===== src/rtl/fetch_stage.sv =====
// Instruction fetch stage.
// Issues one read at a time to instruction memory and holds the returned
// instruction for the IF/ID buffer until the pipeline consumes it.
// Redirects from EX squash younger fetch work. A read that is still in
// flight when a redirect arrives is drained in DISCARD, so that its late
// response is never mistaken for the instruction at the new target.
module fetch_stage #(
    parameter logic [31:0] RESET_PC = 32'h00000060,
    parameter logic [31:0] NOP_INST = 32'h00000013
) (
    input  logic        clk,
    input  logic        rst,
    input  logic        stall,
    input  logic        redirect,
    input  logic [31:0] redirect_pc,
    output logic [31:0] inst_mem_address,
    output logic        inst_mem_read,
    input  logic [31:0] inst_mem_rdata,
    input  logic        inst_mem_resp,
    output logic        if_valid,
    output logic [31:0] if_pc,
    output logic [31:0] if_inst
);

    // The memory interface is word addressed, so the reset address is
    // forced to a word boundary in the same way as redirect targets.
    localparam logic [31:0] RESET_ADDR = RESET_PC & 32'hFFFF_FFFC;

    // FETCH:   a read is outstanding and its data will be kept.
    // HOLD:    an instruction is held for downstream; no read is issued.
    // DISCARD: a read is outstanding but was squashed; its data is dropped.
    typedef enum logic [1:0] {
        FETCH   = 2'b00,
        HOLD    = 2'b01,
        DISCARD = 2'b10
    } fetch_state_t;

    fetch_state_t state, state_next;

    logic [31:0] req_addr, req_addr_next;
    logic [31:0] pending_pc, pending_pc_next;
    logic        valid_q, valid_next;
    logic [31:0] pc_q, pc_next;
    logic [31:0] inst_q, inst_next;
    logic [31:0] redirect_target;

    // Redirect targets are word aligned; the low two bits are dropped.
    assign redirect_target = redirect_pc & 32'hFFFF_FFFC;

    // A read is requested whenever a response is expected, except while
    // reset is held, which abandons any outstanding read immediately.
    assign inst_mem_read    = ((state == FETCH) || (state == DISCARD)) && !rst;
    assign inst_mem_address = req_addr;

    assign if_valid = valid_q;
    assign if_pc    = pc_q;
    assign if_inst  = inst_q;

    // Next-state and next-register logic; every register holds by default.
    always_comb begin
        state_next      = state;
        req_addr_next   = req_addr;
        pending_pc_next = pending_pc;
        valid_next      = valid_q;
        pc_next         = pc_q;
        inst_next       = inst_q;

        case (state)
            FETCH: begin
                if (inst_mem_resp) begin
                    if (redirect) begin
                        // Response belongs to the squashed path; the read
                        // is already complete, so restart at the target.
                        req_addr_next = redirect_target;
                    end else begin
                        inst_next     = inst_mem_rdata;
                        pc_next       = req_addr;
                        valid_next    = 1'b1;
                        req_addr_next = req_addr + 32'd4;
                        state_next    = HOLD;
                    end
                end else if (redirect) begin
                    // The address must stay stable until the response, so
                    // the target waits in pending_pc while the read drains.
                    pending_pc_next = redirect_target;
                    state_next      = DISCARD;
                end
            end

            DISCARD: begin
                if (redirect) begin
                    pending_pc_next = redirect_target;
                end
                if (inst_mem_resp) begin
                    // The most recent redirect wins, even when it arrives
                    // together with the response being dropped.
                    req_addr_next = redirect ? redirect_target : pending_pc;
                    state_next    = FETCH;
                end
            end

            HOLD: begin
                if (redirect) begin
                    // Redirect beats stall: the held instruction is younger
                    // than the branch and must not reach decode.
                    valid_next    = 1'b0;
                    inst_next     = NOP_INST;
                    req_addr_next = redirect_target;
                    state_next    = FETCH;
                end else if (!stall) begin
                    // Consumed at this edge; req_addr already points at the
                    // sequential successor.
                    valid_next = 1'b0;
                    inst_next  = NOP_INST;
                    state_next = FETCH;
                end
            end

            default: begin
                state_next = FETCH;
            end
        endcase
    end

    // State and datapath registers with synchronous reset.
    always_ff @(posedge clk) begin
        if (rst) begin
            state      <= FETCH;
            req_addr   <= RESET_ADDR;
            pending_pc <= RESET_ADDR;
            valid_q    <= 1'b0;
            pc_q       <= RESET_ADDR;
            inst_q     <= NOP_INST;
        end else begin
            state      <= state_next;
            req_addr   <= req_addr_next;
            pending_pc <= pending_pc_next;
            valid_q    <= valid_next;
            pc_q       <= pc_next;
            inst_q     <= inst_next;
        end
    end

endmodule


===== config.mk =====
export PLATFORM = sky130hd
export DESIGN_NAME = fetch_stage
export DESIGN_NICKNAME = d
export VERILOG_FILES = /design/src/rtl/fetch_stage.sv
export SDC_FILE = /design/constraint.sdc
export NUM_CORES = 1
export LEC_CHECK = 0
export BUFFER_PORTS_ARGS = -buffer_cell sky130_fd_sc_hd__buf_2
export CORE_MARGIN = 8
export CORE_UTILIZATION = 52
export CTS_CLUSTER_SIZE = 40
export DETAILED_ROUTE_END_ITERATION = 16
export GPL_ROUTABILITY_DRIVEN = 1
export MAX_ROUTING_LAYER = met4
export PLACE_DENSITY = 0.86
export SYNTH_ARGS = -nofsm -noshare
export SYNTH_HDL_FRONTEND = slang
export SYNTH_SLANG_ARGS = --single-unit

===== constraint.sdc =====
create_clock -name clk -period 2.45 [get_ports clk]
set_input_delay 0.245 -clock clk [delete_from_list [all_inputs] [get_ports clk]]
set_output_delay 0.245 -clock clk [all_outputs]
set_load 0.02 [all_outputs]

* Yosys cells after proc, flatten, opt, wreduce, memory -nomap -nowiden *
Index checks and enable logic that the tools add are counted.

word-level totals
  bits of input ports = 69
  memories = 0
  output and inout port bits = 98
  latch bits = 0
  flip-flop bits (word level) = 131
  ROM bits = 0
  logic and storage cells = 55
  bits in writable memories = 0

cells by class
  equality and inequality tests = 10
  reduce and logical (&&, ||, !) cells = 12
  multipliers = 0
  bitwise gates (word level) = 1
  div/mod/pow operators = 0
  mux-type cells = 25
  order comparisons = 0
  add/sub/neg operators = 1
  shift operators = 0

operator list
  cell                                                                    count
  32-bit 2-to-1 mux                                                       10
  32-bit one-hot mux with 2 select lines                                  2
  32-bit one-hot mux with 3 select lines                                  1
  32-bit by 3-bit adder with 32-bit output (second input constant)        1
  2-bit 2-to-1 mux                                                        6
  4-bit AND reduction                                                     3
  2-bit inequality test (second input constant)                           5
  3-bit inequality test (second input constant)                           3
  2-bit one-hot mux with 3 select lines                                   1
  1-bit 2-to-1 mux                                                        4
  2-bit nonzero test                                                      2
  3-bit AND reduction                                                     1
  3-bit nonzero test                                                      1
  2-bit by 1-bit equality test with 1-bit output (second input constant)  1
  2-bit equality test (second input constant)                             1
  2-bit zero test                                                         1
  1-bit one-hot mux with 2 select lines                                   1
  2-bit AND reduction                                                     1
  1-bit logical AND                                                       1
  1-bit zero test                                                         1
  1-bit logical OR                                                        1
  1-bit inverter                                                          1

* Longest topological paths before layout *
Gate-level depths: netlist (run 1).

  depth in word-level cells = 4
  mapped depth = 10
  gate-level depth less buffers = 7

* Worst setup path before layout (run 1) *
OpenSTA, ideal clock, no wires.

  path kind = reg2reg
  start = register state[0]
  end = register req_addr[20] (netlist: inst_mem_address[20])
  arrival time = 2113 ps
  data required time = 2376 ps
  clock period less this slack = 2187 ps
  path buffers = 2
  stages on the path, launching flop included = 9
  slack = 263 ps
  setup time = 74 ps
  path through = dfxtp_1 inv_1 ha_1 buf_6 o21ba_1 or3_1 buf_2 or4_1 a31oi_1

between the ends
  word-level cells in the longest chain between the ends = 3
  elaborated cells between the ends (all ways) = 9
  classes of those cells = eq/ne: 5; mux: 1; reduce/logical: 3

RTL lines
  what                                                                    line  RTL
  start, declared                                                         38    fetch_state_t state, state_next;
  start signal, assigned                                                  135   state <= state_next;
  2-bit by 1-bit equality test with 1-bit output (tied with other cells)  68    case (state)
  2-bit inequality test (no line) or 3-bit nonzero test (tied branches)   --
  4-bit AND reduction (no line)                                           --
  end signal, assigned                                                    136   req_addr <= req_addr_next;
  end, declared                                                           40    logic [31:0] req_addr, req_addr_next;

Parallel ways exist; a longest one is shown, timed or not.
A chain may end at the register's enable or synchronous reset.

* Worst setup path in the final report (run 1) *
  start = register state[0]
  end = register req_addr[21] (netlist: inst_mem_address[21])

The elaborated chain is that of the path after synthesis.

==> summary.md, run 1 <==
| Metric | Value |
|---|---|
| Status | complete, no violations |
| Residual DRC | 0 |
| WP data required | 2.74 ns |
| Most frequent cells in the layout | buf_2 (163), nand2_1 (156), dfxtp_1 (129) |
| Mapped Cells | around 770 |
| Setup TNS | 0 ns |
| Crit-path max cell delay | around 0.40 ns |
| Unrepaired setup endpoints after global routing | false |
| Synth async-reset ratio | 0% |
| Largest delay share family, worst path | compound AO/OA/AOI/OAI gates |
| Height of the chip | 124 microns |
| Critical Path AT | approximately 2.6 ns |
| Crit path max-delay cell type | or3_1 |
| Synth Area in Adders | 1.04% |
| Vias | 6151 |
| Setup WS pre-CTS | 0.0209 ns |
| FF-to-FF setup slack | 0.13 ns |
| M1 WL | ~7.3 mm |
| Largest net degree at the start of global routing | 67 |
| Core box area | 11400 sq um |
| CTS root buffer | clkbuf_16 |
| CP endpoint kind | register |
| Mapped Area | about 6000 sq um |
| Xor-xnor portion of the synthesized cell area | 1.16% |
| Total GRT Usage | about a quarter |
| H-tree depth | 4 |
| Vias in the first global route | ~5800 |
| Max Used Layer | met4 |
| Synth area leader | dfxtp_1 |
| Ranking of synthesized cells by area | dfxtp_1 (43%), a21oi_1 (9.8%), nand2_1 (9.7%) |
| Initial Util | 53.2% |
| Placer Congestion | 0.887 |
| Largest family of logic cells by synthesized area | simple AND/OR/NAND/NOR gates |
| Pins Over Slew Limit | 0 |
| Syn Area/Cell | 7.87 sq um |
| Synth Net Count | around 840 |
| Fillers | 932 |
| Synth-to-layout area growth | 28.0% |
| Yosys top cell area share | 43.4% |
| # rows | 39 |
| CTS tree | built |
| Layout cells sized above 1 | 26.8% |
| Die W | 124 microns |
| Post-DP HPWL | about 12 mm |
| Power per cell area | 825 nW/um^2 |
| Leakage | 0.00325 uW |
| Final hold vios | 0 |
| # setup viols final | 0 |
| Peak supply drop | roughly 0.00074 V |
| Sequential cell area fraction in the yosys report | 43.4% |
| Global route overflow | 0 |
| Final Cycle Share | 94.5% |
| Minimum clock period | 2.32 ns |
| Post-route ant nets | 0 |
| 1st-iter DRT viols | 514 |
| Met2 Wirelength | 8.14 mm |
| Commonest non-fill, non-tap cell in the layout | buf_2 |
| Max Root-Sink Buffers | 2 |
| Overall Power | 6380 uW |
| Drt pass-1 iters | 5 |
| DIE AREA | 15300 sq um |
| Top fanout value on the critical path | 38 |
| Synth warnings | 0 |
| Post-synth EDFFs | 0 |
| Synth Area in Simple Gates | between 20% and 30% |
| Crit path kind | register to register |
| Buf+Inv Stages, Crit Path | 2 |
| Cell breakdown of the critical path | inv_1 > ha_1 > o21ba_1 > or3_1 > buf_12 > a221o_1 > a311oi_2 > nor4_1 |
| Compound-Gate Fraction of Synth Area | a little over a fifth |
| Nets | 992 |
| Synth Register Bits | 131 |
| Post-synthesis mux area share | 0.663% |
| Number of max-cap violations | 0 |
| Fin Clk Skew | 0.00618 ns |
| Total Wirelength | 17.7 mm |
| I/O pin count | 167 |
| Max Fclk | approximately 430 MHz |
| Initial antenna violation count | 1 |
| Vias per cell | 5.73 |
| Number of I/O port buffers | 164 |
| Clock transition at the registers of the reported paths | about 0.06 ns |
| Postcts setup bufs | 0 |
| Headroom to the max-slew limit | 56.3% |
| Setup ws final | 0.134 ns |
| CTS buffer count | 17 |
| Clock Latency Late Sink | 0.42 ns |
| Class of the worst hold path | input pin to register |
| Met3 Wirelength | 1.81 mm |
| CTS Sinks | around 130 |
| Slew at the pin closest to its max-slew limit | 0.651 ns |
| Crit start category | register |
| First-pass GRT wire length | 28.0 mm |
| WL per Instance | 16.4 microns |
| Post-synth cell types | 54 |
| Primary FF master, synth | dfxtp_1 |
==> synth_stat cells, types with 2 or more instances <==
cell and instances:
a311oi_1 3, a21oi_1 118, or2_2 6, nand4_1 9
mux2i_1 4, a31oi_1 8, nand2_1 156, xor2_1 3
a31o_2 3, nand3b_1 2, o2bb2ai_1 2, clkbuf_1 50
xnor2_1 5, nor4_1 7, a22oi_1 3, nor4_4 3
or3_1 2, o211ai_1 4, nor2b_1 7, inv_1 11
buf_2 8, dfxtp_1 131, and3_1 3, a211o_1 2
a211oi_1 12, ha_1 5, nand3_1 13, o21a_1 4
and2_1 3, o221a_2 2, nand2b_1 5, o21ai_0 15
nor3b_1 33, nor2_1 65, a221oi_1 13, and4_1 3
a221o_1 7, nor3_1 17, buf_1 2, a22o_1 5
==> where the power goes <==
part           switching (uW)  leakage (uW)  internal (uW)  total [uW]
Sequential                150       0.00107           2290        2440
Clock                     893      0.000312           1800        2690
Combinational             774       0.00187            467        1240
Total                    1820       0.00325           4560        6380
==> path summary, 6_finish.rpt <==
kind / start / end / depth (start not counted)
max: state[0] / inst_mem_address[21] / 8
min: redirect_pc[5] / pending_pc[5] / 3
max reg2reg: state[0] / inst_mem_address[21] / 8
min reg2reg: if_pc[21] / if_pc[21] / 2
==> registers in the layout (all words and copies together), names as in the netlist <==
register          count
state                 2
if_inst              32
inst_mem_address     32
pending_pc           32
if_valid              1
if_pc                32
==> per-layer routing <==
metal / vias up / global-route usage (%)
met5: - / -
met4: 0 / 9.41
met3: 35 / 6.53
met2: 277 / 36.5
met1: 2838 / 28.8
li1: 3001 / -
==> worst reg2reg max path, delay by kind of cell, from the launching register on <==
kind | cells | cell delay [ns]
buffers and inverters | 2 | 0.29
AND/OR/NAND/NOR | 2 | 0.49
flip-flops | 1 | 0.36
AO/OA/AOI/OAI | 3 | 0.84
adder cells (fa/ha/maj) | 1 | 0.22
==> through the flow <==
| stage | util, % | cell area (sq um) | instances | hold slack (ns) |
|---|---|---|---|---|
| finish | 68.0 | 7730 | 1074 | 0.0681 |
| global route | 68.0 | 7730 | 1074 | 0.0749 |
| CTS | 67.9 | 7720 | 1073 | 0.0565 |
| detailed placement | 62.3 | 7080 | 1042 | 0.443 |
| global placement | 62.3 | 7080 | 1042 | 0.438 |
| floorplan | - | 6040 | 768 | 0.369 |
==> kinds of logic after synthesis <==
kind of cell | Yosys count
buffers and inverters | 73
AND/OR/NAND/NOR | 340
flip-flops | 131
AO/OA/AOI/OAI | 207
multiplexers | 4
XOR/XNOR | 8
adder cells (fa/ha/maj) | 5
==> cell type report <==
class / instances / area (sq um) / share of cell area (%)
multi-input cells: 564 / 3160 / 40.8
flip-flops and latches: 131 / 2630 / 33.9
repair buffers: 193 / 1090 / 14.1
clock buffers: 22 / 484 / 6.26
well taps: 143 / 179 / 2.31
clock inverters: 9 / 151 / 1.96
inverters: 11 / 41.3 / 0.534
diodes: 1 / 2.50 / 0.0324
==> what timing repair did <==
action,4_1_cts,5_1_grt
gates resized for setup,0,4
setup endpoints to repair,0,5
hold buffers,0,0
(Power assumes the default switching activity.)
==> run 2: changes to the inputs <==
Settings changed: ABC_AREA set to 1, CORE_UTILIZATION 52 to 57, PLACE_DENSITY 0.86 to 0.92.
Clock period 2.45 ns to 2.7 ns, I/O delays scaled along.
==> run 2 against run 1 <==
  * Cell count rose by 15%
  * Synthesized cell count grew 21%
  * Sequential share of layout area down 0.77 points
  * Highest routed layer unchanged
  * Cell area up 2.2%
  * Fmax up 11%
==> summary.md, run 2 <==
| Metric | Value |
|---|---|
| Status | complete, no violations |
| Commonest non-fill, non-tap cell in the layout | nand2_1 |
| Global route overflow | 0 (unchanged) |
| Post-DP HPWL | 14.6 mm (+19%) |
| Crit start category | register |
| Vias in the first global route | 6598 (+13%) |
| Max Fclk | 479 MHz (+11%) |
| Pins Over Slew Limit | 0 (unchanged) |
| Synth Register Bits | 131 (unchanged) |
| Ranking of synthesized cells by area | dfxtp_1 (41%), nand2_1 (16%), a21oi_1 (8.6%) |
| Synth-to-layout area growth | 22.9% |
| Core box area | 10900 sq um (-3.8%) |
| Total Wirelength | 20.9 mm (+18%) |
| Post-route ant nets | 0 (unchanged) |
| Largest net degree at the start of global routing | 88 (+31%) |
| Class of the worst hold path | input pin to register |
| Vias | 7148 (+16%) |
| Max Used Layer | met4 |
| Peak supply drop | 0.000581 V (-22%) |
| Residual DRC | 0 (unchanged) |
| Minimum clock period | 2.09 ns (-0.229 ns) |
| CTS Sinks | 131 (unchanged) |
| Clock transition at the registers of the reported paths | 0.06 ns (about the same) |
| Height of the chip | 122 microns (-1.3%) |
| Most frequent cells in the layout | nand2_1 (279), buf_2 (164), dfxtp_1 (131) |
| Dpl cell area | 7310 sq um (+3.2%) |
| I/O pin count | 167 (unchanged) |
| Max Root-Sink Buffers | 2 (unchanged) |
| Leakage | 0.00360 uW (+11%) |
| Mapped Cells | 933 (+21%) |
| Placed insts | 1198 (+15%) |
| First-pass GRT wire length | 33.0 mm (+18%) |
| Met3 Wirelength | 2.18 mm (+20%) |
| Synth Net Count | 1007 (+20%) |
| Synth warnings | 0 (unchanged) |
| CTS buffer count | 17 (unchanged) |
| Most common cell in the netlist | nand2_1 |
| Switching pwr | 2260 uW (+24%) |
| DIE AREA | 14900 sq um (-2.6%) |
| Clock power share | 36.6% (-5.6 points) |
| Clock Latency Late Sink | 0.42 ns (about the same) |
| Setup TNS | 0 ns (unchanged) |
| Final Cell Area | 7900 sq um (+2.2%) |
| # rows | 38 (-2.6%) |
| Initial Util | 58.8% (+5.6 points) |
| Layout Cells excl Fill | 1230 (+15%) |
| Comb pwr share | 24.7% (+5.2 points) |
| Post-synth EDFFs | 0 (unchanged) |
| Headroom to the max-slew limit | 69.0% (+13 points) |
| Post-CTS Resized | 0 (unchanged) |
| Ant. Diodes | 0 (-1) |
| Final hold vios | 0 (unchanged) |
| H-tree depth | 4 (unchanged) |
| Synth area leader | dfxtp_1 |
| Synth async-reset ratio | 0% (unchanged) |
| Crit path kind | register to register |
| Number of max-cap violations | 0 (unchanged) |
| Drt pass-1 iters | 6 (+1) |
| Fin Hold WS | 0.0703 ns (+0.00214 ns) |
| Unrepaired setup endpoints after global routing | false |
| Fin Clk Skew | 0.00636 ns (+0.000181 ns) |
| Top fanout value on the critical path | 31 (-18%) |
| Initial antenna violation count | 0 (-1) |
| Layout cells sized above 1 | 22.3% (-4.5 points) |
| Power per cell area | 803 nW/um^2 (-2.6%) |
| Vias per cell | 5.81 (+1.5%) |
| Total GRT Usage | 28.2% (+4.5 points) |
| CTS root buffer | clkbuf_16 |
| CTS tree | built |
| Final Cycle Share | 77.3% (-17 points) |
| Placer Congestion | 0.965 (+8.9%) |
| P_int | 4090 uW (-10%) |
| Syn Area/Cell | 6.89 sq um (-12%) |
| Sequential cell area fraction in the yosys report | 40.8% (-2.6 points) |
| Hold_buf cts | 0 (unchanged) |
| Flop pwr share | 38.7% (+0.4 points) |
| M1 WL | 8.37 mm (+14%) |
| # setup viols final | 0 (unchanged) |
| WP data required | 3.00 ns (+0.26 ns) |
| Primary FF master, synth | dfxtp_1 |
| Postcts setup bufs | 0 (unchanged) |
| WL per Instance | 17.0 microns (+3.2%) |
| Nets | 1151 (+16%) |
| Slew at the pin closest to its max-slew limit | 0.464 ns (-0.186 ns) |
| Synth cell count leaders | nand2_1 (279), dfxtp_1 (131), a21oi_1 (110) |
| Mapped Area | 6430 sq um (+6.4%) |
| Die W | 122 microns (-1.3%) |
| Yosys top cell area share | 40.8% (-2.6 points) |
| Critical Path AT | 2.39 ns (-0.22 ns) |
| Post-synth cell types | 35 (-35%) |
| Met2 Wirelength | 9.91 mm (+22%) |
| Net Sw Frac | 35.6% (+7.1 points) |
| 1st-iter DRT viols | 846 (+65%) |
| CP endpoint kind | register |
| Number of I/O port buffers | 164 (unchanged) |
-- run 2: final cells by class --
type	count	area [sq um]
Inverter	56	210
Tap cell	140	175
Timing Repair Buffer	181	961
Sequential cell	131	2620
Clock inverter	14	166
Fill cell	893	3030
Clock buffer	18	429
Multi-Input combinational cell	690	3340
-- run 2: per-layer routing --
layer,up-vias,track usage (%)
met5,-,-
met4,0,8.61
li1,3416,-
met1,3274,35.3
met2,410,44.3
met3,48,6.52
-- run 2: worst paths after layout --
path                                   startpoint         end  slack (ns)  depth (start not counted)
worst max-delay path                     state[0]  if_inst[0]        0.61                         11
worst min-delay path            inst_mem_rdata[1]  if_inst[1]        0.07                          3
worst min register to register         if_inst[3]  if_inst[3]        0.46                          2
worst max register to register           state[0]  if_inst[0]        0.61                         11
-- run 2: critical path, cell delays in order, from the launching register on --
cell and delay, ns:
dfxtp_1 0.38, inv_1 0.10, ha_1 0.23, nand2_2 0.13
nor2_8 0.04, inv_2 0.21, nand2_1 0.11, nand2_2 0.10
buf_4 0.31, inv_1 0.12, o22ai_1 0.17, nand2_1 0.06
-- run 2: kinds of logic after synthesis --
| family | share of synthesized area [%] |
|---|---|
| AO/OA/AOI/OAI | 23.8 |
| XOR/XNOR | 0.545 |
| adder cells (fa/ha/maj) | 0.973 |
| buffers and inverters | 7.43 |
| flip-flops | 40.8 |
| AND/OR/NAND/NOR | 26.4 |
-- run 2: per-stage QoR --
stage          setup slack (ns)  total power (uW)  util, %
6_report                  0.613              6350     72.3
5_1_grt                   0.439              6600     72.3
4_1_cts                   0.602              6320     72.3
3_5_place_dp              0.603              4000     66.8
3_3_place_gp              0.672              3960     66.8
2_1_floorplan              1.04              3460        -
-- run 2: power by group through the flow --
stage | logic [uW] | registers, uW | clock network, uW
floorplan | 832 | 2630 | 0
CTS | 1550 | 2440 | 2330
global placement | 1500 | 2470 | 0
finish | 1570 | 2450 | 2330
global route | 1720 | 2480 | 2410
detailed placement | 1530 | 2480 | 0
